--- src/rtl/ysyx_25050147_lsu_pkg.sv ---
// Shared definitions for the NPC load/store unit: FSM encoding and access-size codes.
package ysyx_25050147_lsu_pkg;

  typedef enum logic [1:0] {
    ST_IDLE = 2'd0,
    ST_REQ  = 2'd1,
    ST_WAIT = 2'd2,
    ST_RESP = 2'd3
  } lsu_state_t;

  localparam logic [1:0] SZ_B = 2'b00;
  localparam logic [1:0] SZ_H = 2'b01;
  localparam logic [1:0] SZ_W = 2'b10;

endpackage

--- src/rtl/ysyx_25050147_lsu_align.sv ---
// Byte-lane alignment for the LSU: store mask/data shift, load right-shift, misalignment detect.
module ysyx_25050147_lsu_align
  import ysyx_25050147_lsu_pkg::*;
(
  input  logic [2:0]  op,
  input  logic [1:0]  off,
  input  logic [31:0] wdata,
  input  logic [31:0] rdata,
  output logic [3:0]  wmask,
  output logic [31:0] wdata_sh,
  output logic [31:0] rdata_sh,
  output logic        misaligned
);

  logic [3:0] base;

  always_comb begin
    base = 4'b0000;
    case (op[1:0])
      SZ_B:    base = 4'b0001;
      SZ_H:    base = 4'b0011;
      SZ_W:    base = 4'b1111;
      default: base = 4'b0000;
    endcase
  end

  // Half masks at offset 3 lose their upper lane; the write is still issued.
  assign wmask      = base << off;
  assign wdata_sh   = wdata << {off, 3'b000};
  assign rdata_sh   = rdata >> {off, 3'b000};
  assign misaligned = ((op[1:0] == SZ_H) && off[0]) ||
                      ((op[1:0] == SZ_W) && (off != 2'b00));

endmodule

--- src/rtl/ysyx_25050147_lsu.sv ---
// NPC load/store unit: IDLE/REQ/WAIT/RESP exchange with data memory, lane-aligned data.
// Optional misalignment trap enabled by defining YSYX_25050147_LSU_ALIGN_CHECK_EN.
module ysyx_25050147_lsu
  import ysyx_25050147_lsu_pkg::*;
(
  input  logic        clk,
  input  logic        rst_n,
  input  logic        in_valid,
  output logic        in_ready,
  input  logic        in_wen,
  input  logic [2:0]  in_op,
  input  logic [31:0] in_addr,
  input  logic [31:0] in_wdata,
  output logic        mem_req_valid,
  input  logic        mem_req_ready,
  output logic [31:0] mem_addr,
  output logic        mem_wen,
  output logic [31:0] mem_wdata,
  output logic [3:0]  mem_wmask,
  input  logic        mem_resp_valid,
  input  logic [31:0] mem_rdata,
  output logic        out_valid,
  input  logic        out_ready,
  output logic [31:0] out_data,
  output logic [2:0]  out_op,
  output logic        out_err
);

`ifdef YSYX_25050147_LSU_ALIGN_CHECK_EN
  localparam logic ALIGN_CHECK = 1'b1;
`else
  localparam logic ALIGN_CHECK = 1'b0;
`endif

  lsu_state_t  state, state_nx;
  logic        accept;
  logic        mis_chk;
  logic        wen_q;
  logic [1:0]  off_q;
  logic [2:0]  op_q;
  logic [31:0] mem_addr_q;
  logic        mem_wen_q;
  logic [31:0] mem_wdata_q;
  logic [3:0]  mem_wmask_q;
  logic [31:0] out_data_q;
  logic        err_q;

  logic [2:0]  al_op;
  logic [1:0]  al_off;
  logic [3:0]  al_wmask;
  logic [31:0] al_wdata;
  logic [31:0] al_rdata;
  logic        al_mis;

  assign accept = (state == ST_IDLE) && in_valid;

  // One aligner serves both phases: live inputs while idle, captured offset afterwards.
  assign al_op  = (state == ST_IDLE) ? in_op : op_q;
  assign al_off = (state == ST_IDLE) ? in_addr[1:0] : off_q;

  ysyx_25050147_lsu_align u_align (
    .op         (al_op),
    .off        (al_off),
    .wdata      (in_wdata),
    .rdata      (mem_rdata),
    .wmask      (al_wmask),
    .wdata_sh   (al_wdata),
    .rdata_sh   (al_rdata),
    .misaligned (al_mis)
  );

  assign mis_chk = ALIGN_CHECK & al_mis;

  always_ff @(posedge clk or negedge rst_n) begin
    if (!rst_n) state <= ST_IDLE;
    else        state <= state_nx;
  end

  always_comb begin
    state_nx = state;
    case (state)
      ST_IDLE: if (in_valid)       state_nx = mis_chk ? ST_RESP : ST_REQ;
      ST_REQ:  if (mem_req_ready)  state_nx = ST_WAIT;
      ST_WAIT: if (mem_resp_valid) state_nx = ST_RESP;
      ST_RESP: if (out_ready)      state_nx = ST_IDLE;
      default:                     state_nx = ST_IDLE;
    endcase
  end

  always_comb begin
    in_ready      = 1'b0;
    mem_req_valid = 1'b0;
    out_valid     = 1'b0;
    case (state)
      ST_IDLE: in_ready      = 1'b1;
      ST_REQ:  mem_req_valid = 1'b1;
      ST_RESP: out_valid     = 1'b1;
      default: ;
    endcase
  end

  // Request fields are registered at accept so they stay frozen through REQ.
  always_ff @(posedge clk or negedge rst_n) begin
    if (!rst_n) begin
      wen_q       <= 1'b0;
      off_q       <= 2'b00;
      op_q        <= 3'b000;
      mem_addr_q  <= 32'h0;
      mem_wen_q   <= 1'b0;
      mem_wdata_q <= 32'h0;
      mem_wmask_q <= 4'b0000;
      out_data_q  <= 32'h0;
      err_q       <= 1'b0;
    end else begin
      if (accept) begin
        wen_q       <= in_wen;
        off_q       <= in_addr[1:0];
        op_q        <= in_op;
        mem_addr_q  <= {in_addr[31:2], 2'b00};
        mem_wen_q   <= in_wen;
        mem_wdata_q <= al_wdata;
        mem_wmask_q <= in_wen ? al_wmask : 4'b0000;
        err_q       <= mis_chk;
        if (mis_chk) out_data_q <= 32'h0;
      end
      if ((state == ST_WAIT) && mem_resp_valid)
        out_data_q <= wen_q ? 32'h0 : al_rdata;
    end
  end

  assign mem_addr  = mem_addr_q;
  assign mem_wen   = mem_wen_q;
  assign mem_wdata = mem_wdata_q;
  assign mem_wmask = mem_wmask_q;
  assign out_data  = out_data_q;
  assign out_op    = op_q;
  assign out_err   = err_q;

endmodule

--- config.mk ---
export PLATFORM = sky130hd
export DESIGN_NAME = ysyx_25050147_lsu
export DESIGN_NICKNAME = d
export VERILOG_FILES = /design/src/rtl/ysyx_25050147_lsu_pkg.sv /design/src/rtl/ysyx_25050147_lsu_align.sv /design/src/rtl/ysyx_25050147_lsu.sv
export SDC_FILE = /design/constraint.sdc
export NUM_CORES = 1
export LEC_CHECK = 0
export ABC_AREA = 1
export CORE_UTILIZATION = 47
export DETAILED_ROUTE_END_ITERATION = 6
export PLACE_DENSITY_LB_ADDON = 0.25
export SLEW_MARGIN = 20
export SYNTH_ARGS = -nofsm -noshare
export SYNTH_HDL_FRONTEND = slang
export SYNTH_SLANG_ARGS = --single-unit
--- constraint.sdc ---
create_clock -name clk -period 2.8 [get_ports clk]
set_input_delay 0.42 -clock clk [delete_from_list [all_inputs] [get_ports clk]]
set_output_delay 0.42 -clock clk [all_outputs]
set_load 0.05 [all_outputs]
==> results.tsv <==
stage	metric	value	unit
layout	most frequent cells in the layout	330 x nand2_1, 208 x clkdlybuf4s50_1, 131 x nand3_1	
yosys	post-synth top area cell	dfrtp_1	
floorplanning	initial core utilization	48.6	%
grt	largest net degree at the start of global routing	55	
power_and_ir_drop	leakage	3.77	nW
layout	Syn-to-layout area delta	45.4	%
timing	worst rel slew slack	29.2	%
placed_design	final HPWL from detailed placement	12400	um
grt	global route overflow	0	
timing	Fin Clk Skew	0.00775	ns
power_and_ir_drop	Worst IR Drop VDD	917	uV
routing	First DRT Iteration DRCs	447	
timing	Slew Limit Fails	0	
placed_design	Post-Place Cells	1021	
layout	Final Cell Area	7690	um^2
timing	fin crit share	89.7	%
clock_tree	worst-skew pair later-pin latency	0.37	ns
routing	DRC violations left	0	
timing	final setup vio count	0	
placed_design	global placement routability congestion	0.930	
floorplanning	Chip Height	108	um
worst_setup_path	Crit Path Category	reg -> reg	
placed_design	IO buf count	210	
worst_setup_path	reg2reg setup slack	0.29	ns
flow_run	MaxCap Viol Count	0	
power_and_ir_drop	Net Sw Frac	53.3	%
grt	initial antenna violation count	0	
yosys	synthesized area	5290	um^2
yosys	number of synthesized register bits	106	
layout	diode count	0	
routing	Vias/cell	5.44	
placed_design	Post-DP Area	7460	um^2
worst_setup_path	Worst EP required	3.10	ns
routing	antenna-violating nets left	0	
worst_setup_path	Arrival @ worst endpoint	2.81	ns
worst_setup_path	critical path endpoint category	register	
power_and_ir_drop	Internal Power	4.72	mW
timing	Hold WS	0.0865	ns
worst_setup_path	startpoint types	register	
power_and_ir_drop	clock network power share	10.9	%
clock_tree	CTS tree	yes	
yosys	post-synth top area share	50.1	%
routing	final WL	17100	um
worst_setup_path	Worst R2R Path Depth	8	
worst_setup_path	Critical Path, Cell by Cell	inv_1 > ha_1 > inv_1 > nand2_2 > nand2_2 > o21ai_0 > nand3_1 > nand2_1	
clock_tree	CTS resizes	0	
floorplanning	Die Width	108	um
status	status	finished clean	
worst_setup_path	crit path max fanout	36	
layout	Finished Layout Cells	1035	
clock_tree	Post-CTS Setup Repair Bufs	0	
floorplanning	Top Ports	214	
grt	vias in the first global route	5401	
timing	min cycle time layout	2.51	ns
yosys	Seq/Total Area, Yosys	50.1	%
worst_setup_path	Critical-path top delay cell	ha_1	
grt	gr usage total	29.5	%
floorplanning	die area	11700	um^2
floorplanning	cell row count	38	
clock_tree	post-cts hold buffer count	0	
yosys	synth top area cells	dfrtp_1 50%, nand2_1 23%, nand3_1 12%, buf_2 2.6%, o21ai_0 2.3%	
timing	RSZ-0062 raised after global routing	false	
floorplanning	Core Region	10900	um^2
yosys	synth warn	0	
routing	Via Count	5630	
routing	DRT Pass-1 Iters	5	
worst_setup_path	reg2reg end	mem_wmask[3]	
layout	most common cell after layout, fill and taps aside	nand2_1	
clock_tree	Max clock buf depth	2	
layout	# nets final	1005	
worst_setup_path	CP peak stage delay	0.50	ns
clock_tree	Num CTS Buffers	9	
timing	Setup TNS Final	0	ns
layout	fraction of layout cells with a size suffix above 1	4.80	%
power_and_ir_drop	Power, Total	10.1	mW
timing	Final Hold Viols	0	
yosys	synthesized area per cell	7.58	um^2
clock_tree	CTS H-Tree Depth	3	
power_and_ir_drop	combinational power share	63.9	%
yosys	Yosys cell types	25	
grt	first-pass GRT wire length	26400	um
worst_setup_path	r2r startpoint	state[0]	
power_and_ir_drop	Reg power frac	25.3	%
clock_tree	clock sink count	106	
power_and_ir_drop	total power per unit cell area	1320	nW/um^2
yosys	Post-Syn Instances	698	
power_and_ir_drop	Sw Pwr	5.39	mW
timing	worst slew pin tran	1.06	ns
min_path	Hold/Removal Path Class	in -> async	
clock_tree	Root Buffer	clkbuf_8	
clock_tree	Reg clk slew, reported paths	0.09	ns
routing	routed len/inst	16.5	um
timing	fmax	398	MHz
[power by group through the flow]
stage	sequential [mW]	clock (mW)	combinational, mW
after floorplan	4.55	0	2.36
after global placement	2.55	0	6.29
after detailed placement	2.56	0	6.41
after CTS	2.55	1.12	6.43
after global routing	2.62	1.18	6.84
final	2.56	1.10	6.46
[state kept, by name, summed over array words and instances, names as in the netlist]
| register | flops |
|---|---|
| out_op | 3 |
| mem_addr | 30 |
| state | 2 |
| off_q | 2 |
| mem_wen | 1 |
| mem_wdata | 32 |
| mem_wmask | 4 |
| out_data | 32 |
[critical path: cells and delay by family, from the launching register on]
kind / cells / cell delay, ns
adder cells (fa/ha/maj): 1 / 0.50
AND/OR/NAND/NOR: 4 / 0.75
flip-flops: 1 / 0.43
AO/OA/AOI/OAI: 1 / 0.43
buffers and inverters: 2 / 0.33
[how the worst max path moves through the flow]
| stage | start | endpoint | slack [ns] | depth (start not counted) |
|---|---|---|---|---|
| after floorplan | state[0] | mem_wmask[3] | 0.68 | 8 |
| after global placement | state[0] | mem_wmask[3] | 0.50 | 8 |
| after detailed placement | state[0] | mem_wmask[3] | 0.36 | 8 |
| after CTS | state[0] | in_ready | 0.04 | 3 |
| after global routing | state[0] | mem_wmask[3] | 0.13 | 8 |
| final | state[0] | mem_wmask[3] | 0.29 | 8 |
[synth_stat cells, drive strengths merged]
cell type / count
a21oi: 17
buf: 36
clkbuf: 6
clkinv: 1
conb: 1
dfrtp: 106
ha: 7
inv: 20
nand2: 337
nand3: 131
nor2: 5
o211ai: 1
o21a: 1
o21ai: 26
o22ai: 2
or2: 1
[through the flow]
step / setup slack [ns] / util [%]
finish: 0.290 / 70.7
detailed placement: 0.362 / 68.5
global route: 0.132 / 70.7
CTS: 0.0423 / 70.6
global placement: 0.499 / 68.5
floorplan: 0.684 / -
[kinds of logic after synthesis]
logic type	share of synthesized area (%)
simple gates	37.5
compound gates	4.80
buf+inv	5.82
flops	50.1
fa+ha+maj	1.65
other cells	0.0709
[routing by layer]
metal / track usage (%) / vias up / wire length (um)
met2: 50.2 / 327 / 8350
met1: 35.2 / 2639 / 6440
li1: - / 2618 / -
met4: 14.1 / 0 / 596
met5: 0 / - / 0
met3: 7.05 / 46 / 1740
[layout make-up]
type / count / area, um^2
clock buffers: 9 / 124
fillers: 906 / 3190
repair buffers: 223 / 2210
inverters: 21 / 78.8
flip-flops and latches: 106 / 2650
multi-input cells: 531 / 2350
well taps: 140 / 175
clock inverters: 5 / 105
Note: power is estimated with default switching activity, not from simulation.
